===== config.mk =====
export PLATFORM = sky130hd
export DESIGN_NAME = keccak_padder
export DESIGN_NICKNAME = d
export VERILOG_FILES = /design/src/rtl/keccak_padder.sv
export SDC_FILE = /design/constraint.sdc
export NUM_CORES = 1
export LEC_CHECK = 0
export ABC_AREA = 1
export CORE_AREA = 2 2 256 258
export DETAILED_ROUTE_END_ITERATION = 6
export DIE_AREA = 0 0 258 260
export PLACE_DENSITY = 0.77
export SETUP_SLACK_MARGIN = 0.1
export SLEW_MARGIN = 20
export SYNTH_ARGS = -nofsm -noshare
export SYNTH_HDL_FRONTEND = slang
export SYNTH_SLANG_ARGS = --single-unit

===== constraint.sdc =====
create_clock -name clk -period 10.82 [get_ports clk]
set_input_delay 2.705 -clock clk [delete_from_list [all_inputs] [get_ports clk]]
set_output_delay 2.705 -clock clk [all_outputs]
set_load 0.03 [all_outputs]

===== src/rtl/keccak_padder.sv =====
// Purpose: packs 64-bit message words into RATE_WORDS-word blocks and applies multi-rate padding.
// Latency: the block is presented on the edge after its completing word; one word per cycle while filling.
// Backpressure: buffer_full is high while a block waits for f_ack, and after the final block until reset.
// Build option: define KECCAK_PADDER_SHA3_EN for the SHA-3 pad byte 0x06; otherwise Keccak pad10*1 (0x01).
module keccak_padder #(
  parameter int RATE_WORDS = 9
) (
  input  logic                    clk,
  input  logic                    reset,
  input  logic [63:0]             in,
  input  logic                    in_ready,
  input  logic                    is_last,
  input  logic [2:0]              byte_num,
  input  logic                    f_ack,
  output logic                    buffer_full,
  output logic [64*RATE_WORDS-1:0] out,
  output logic                    out_ready
);

  localparam int IDX_W = (RATE_WORDS > 1) ? $clog2(RATE_WORDS) : 1;
  localparam logic [IDX_W-1:0] LAST_IDX = IDX_W'(RATE_WORDS - 1);

`ifdef KECCAK_PADDER_SHA3_EN
  localparam logic [7:0] PAD_BYTE = 8'h06;
`else
  localparam logic [7:0] PAD_BYTE = 8'h01;
`endif

  typedef enum logic [1:0] {
    ACCEPT = 2'd0,
    FULL   = 2'd1,
    DONE   = 2'd2
  } state_t;

  state_t           state_q, state_d;
  logic [IDX_W-1:0] idx_q;
  logic             last_blk_q;
  logic [63:0]      blk_q [RATE_WORDS];
  logic             accept;
  logic             release_blk;
  logic [63:0]      pad_word;
  logic [63:0]      last_word;

  // State register
  always_ff @(posedge clk) begin
    if (reset) begin
      state_q <= ACCEPT;
    end else begin
      state_q <= state_d;
    end
  end

  // Next-state decode; outputs depend only on the state register
  always_comb begin
    state_d     = state_q;
    accept      = 1'b0;
    release_blk = 1'b0;
    buffer_full = (state_q != ACCEPT);
    out_ready   = (state_q == FULL);
    case (state_q)
      ACCEPT: begin
        if (in_ready) begin
          accept = 1'b1;
          if (is_last || (idx_q == LAST_IDX)) begin
            state_d = FULL;
          end
        end
      end
      FULL: begin
        if (f_ack) begin
          release_blk = 1'b1;
          state_d     = last_blk_q ? DONE : ACCEPT;
        end
      end
      DONE: begin
        state_d = DONE;
      end
      default: begin
        state_d = ACCEPT;
      end
    endcase
  end

  // Final-word padding: keep bytes below byte_num, insert the pad byte, zero the rest
  always_comb begin
    pad_word = '0;
    for (int k = 0; k < 8; k++) begin
      if (3'(k) < byte_num) begin
        pad_word[63-8*k -: 8] = in[63-8*k -: 8];
      end else if (3'(k) == byte_num) begin
        pad_word[63-8*k -: 8] = PAD_BYTE;
      end
    end
    last_word = pad_word;
    if (idx_q == LAST_IDX) begin
      last_word[7:0] = pad_word[7:0] | 8'h80;
    end
  end

  // Block storage, word counter and final-block flag
  always_ff @(posedge clk) begin
    if (reset) begin
      idx_q      <= '0;
      last_blk_q <= 1'b0;
      for (int i = 0; i < RATE_WORDS; i++) begin
        blk_q[i] <= '0;
      end
    end else if (release_blk) begin
      idx_q <= '0;
      for (int i = 0; i < RATE_WORDS; i++) begin
        blk_q[i] <= '0;
      end
    end else if (accept) begin
      if (is_last) begin
        last_blk_q <= 1'b1;
        for (int i = 0; i < RATE_WORDS; i++) begin
          if (IDX_W'(i) == idx_q) begin
            blk_q[i] <= last_word;
          end else if (IDX_W'(i) > idx_q) begin
            // trailing slots are zero-filled; the closing 0x80 sits in the last byte of the block
            blk_q[i] <= (i == RATE_WORDS - 1) ? 64'h80 : 64'h0;
          end
        end
      end else begin
        last_blk_q <= 1'b0;
        idx_q      <= (idx_q == LAST_IDX) ? '0 : idx_q + IDX_W'(1);
        for (int i = 0; i < RATE_WORDS; i++) begin
          if (IDX_W'(i) == idx_q) begin
            blk_q[i] <= in;
          end
        end
      end
    end
  end

  // Word 0 occupies the most significant bits of the flattened block
  always_comb begin
    out = '0;
    for (int i = 0; i < RATE_WORDS; i++) begin
      out[64*(RATE_WORDS-i)-1 -: 64] = blk_q[i];
    end
  end

endmodule


==> impl_metrics.yaml <==
sta:
  worst_slack_ns: 4.39
  layout_worst_path_cycle_share: 0.594
  grt_setup_unrepaired: "false"
  finalHoldViolations: 0
  clock.fmax_mhz: 155
  tightest_slew_ns: 1.16
  fin_crit_ns: 6.43
  drv_slew: 0
  finalSetupViolations: 0
  setup_tns_ns: 0
  clock_skew_ns: 0.0166
  relSlewSlack: 0.225
logic_synthesis:
  avgSynthCellArea_um2: 10.6
  synth_cells: 2373
  synth-main-ff-cell: "edfxtp_1"
  synth.net_count: 2448
  yosysMostFrequentCell: "nand2_1"
  synth_warnings: 0
  ys_ff_latch: 583
  yosysUniqueCellTypes: 30
  seq_area_frac_synth: 0.693
  synth-edff-count: 576
  synth_area_mm2: 0.0252
  synthTopCellsByArea: "edfxtp_1 69%, nand2_1 12%, o21ai_0 3.8%"
  synth_top_area_share: 0.688
  yosys.area.top_type: "edfxtp_1"
  ys_top_cells_by_count: "817 x nand2_1, 576 x edfxtp_1, 190 x o21ai_0, 176 x o21ai_1, 169 x nor2_1"
  async_flop_share: 0
floorplan:
  initial_core_util: 0.392
  die-area_mm2: 0.0671
  die_h_um: 260
  pin_count: 650
  coreArea_mm2: 0.0641
  die_w_um: 258
  core.rowCount: 93
routing:
  wl_per_cell_um: 25.5
  initialDrtViolationCount: 2235
  vias: 21000
  route.detailed.drc: 0
  drt-pass1-iter-count: 6
  drt_wl_total_um: 98000
  viasPerCell: 5.46
  ant_nets: 0
clock_network:
  cts_buffer_depth: 3
  numCtsBuffers: 59
  insertion_delay_ns: 0.63
  root_buffer: "clkbuf_16"
  ctsResizeCount: 0
  cts.htree.levels: 2
  clock_sinks: 583
  clk_pin_slew_ns: 0.06
  cts_tree: "done"
  cts_hold_buf: 0
  postCtsSetupBuffers: 0
power_and_ir_drop:
  peakVddDrop_uv: 118
  p_sw_frac: 0.283
  power_mw: 5.83
  p_leak_nw: 13.2
  combPwrFrac: 0.171
  p_int_mw: 4.18
  cellPowerDensity_mw_per_mm2: 171
  p_seq_frac: 0.468
  p_switching_mw: 1.65
  p_clk_frac: 0.361
layout:
  syn_to_final_growth_pct: 35.8
  fin_nets: 3013
  drive_above_1_share: 0.0606
  fin_cells: 3843
  ff_latch_area_mm2: 0.0174
  multiInputGateArea_mm2: 0.00638
  nFillCells: 5390
placed_design:
  hpwl_um: 62900
  placed_cells: 3732
  gp_congestion: 0.854
  pre_cts_ws_ns: 3.74
  portBuffers: 649
global_routing:
  grt_overflow: 0
  antenna_found_initial: 2
  grt_pass1_vias: 20100
  grt_max_degree: 65
  grt_pass1_wl_um: 138000
  track_usage: 0.283
status:
  status: "finished clean"
critical_path:
  critPathKind: "in -> reg"
  critPathCaptureType: "register"
  critPathLaunchType: "primary input"
  crit_fanout: 63
  crit_arrival_ns: 6.66
  required_ns: 11.05
  reg2reg_depth: 10
flow_run:
  maxCapViolCount: 0
worst_hold_path:
  min_path_cells: 2
  hold_class: "reg -> reg"
-- cell type report --
class,instances,area share
sequential,583,0.511
inverter,145,0.0160
clock inverter,40,0.0129
multi-input combinational,1467,0.187
antenna,1,0.0000733
timing repair buffer,682,0.198
clock buffer,70,0.0444
tap,855,0.0313
-- placed cells by master, fill, tap and decap left out, types with 4 or more instances in the layout --
master,count
nand3_4,5
nor2_2,4
buf_4,32
nand2_1,812
clkinvlp_4,7
inv_1,126
a21oi_1,21
clkinv_1,15
clkbuf_16,59
clkdlybuf4s50_1,649
nand2_4,8
nor2_1,166
inv_6,4
nand2_2,15
clkbuf_1,11
nand3_1,46
o21ai_1,176
inv_2,12
edfxtp_1,576
clkinv_2,9
nor2_4,8
o21ai_0,190
bufinv_16,8
dfxtp_1,7
-- power by group through the flow --
stage	logic, mW	clock network [mW]	registers (mW)
after floorplan	0.177	0	3.11
after global placement	0.986	0	2.77
after detailed placement	0.994	0	2.77
after CTS	0.998	2.11	2.73
after global routing	1.03	2.19	2.74
final	0.999	2.10	2.73
-- stage by stage --
| step | hold slack [ns] | instance area (um^2) | util |
|---|---|---|---|
| after floorplan | 0.449 | 25200 | - |
| after global placement | 0.480 | 32200 | 0.502 |
| after detailed placement | 0.478 | 32200 | 0.502 |
| after CTS | 0.490 | 34200 | 0.533 |
| after global routing | 0.526 | 34200 | 0.533 |
| final | 0.505 | 34200 | 0.533 |
-- metal layers --
layer	wire length, um	track usage	vias up	share of wire
met4	4820	0.131	0	0.049
met3	11900	0.0728	305	0.12
met5	0	0	-	0
li1	-	-	9088	-
met1	33900	0.339	9922	0.35
met2	47300	0.477	1666	0.48
-- worst max-delay path, stage by stage --
cell and delay, ns:
clkdlybuf4s50_1 0.49, inv_1 0.42, nand2_2 0.22, inv_1 0.44, nand2_1 0.17, nor2_4 0.10, buf_4 0.47, inv_2 0.57
nand3_4 0.18, buf_4 0.81
-- path summary, 6_finish.rpt --
kind / from / end / slack, ns
worst max-delay path: reset / blk_q[0][232] / 4.39
worst min-delay path: last_blk_q / last_blk_q / 0.50
worst max register to register: state_q[1] / blk_q[0][232] / 6.91
worst min register to register: last_blk_q / last_blk_q / 0.50
-- kinds of logic (layout without fill, tap and decap cells) --
group	after synthesis	in the layout	synth area share
and+or+nand+nor	1073	1073	0.169
DFF	583	583	0.693
AOI/OAI and AO/OA	391	391	0.0784
buffers and inverters	323	937	0.0584
adders and majority gates	3	3	0.00149
other	0	1	0
-- flip-flops by register name (all words and copies together) (netlist names) --
register    flops
blk_q         576
idx_q           4
last_blk_q      1
state_q         2
(Power assumes the default switching activity.)
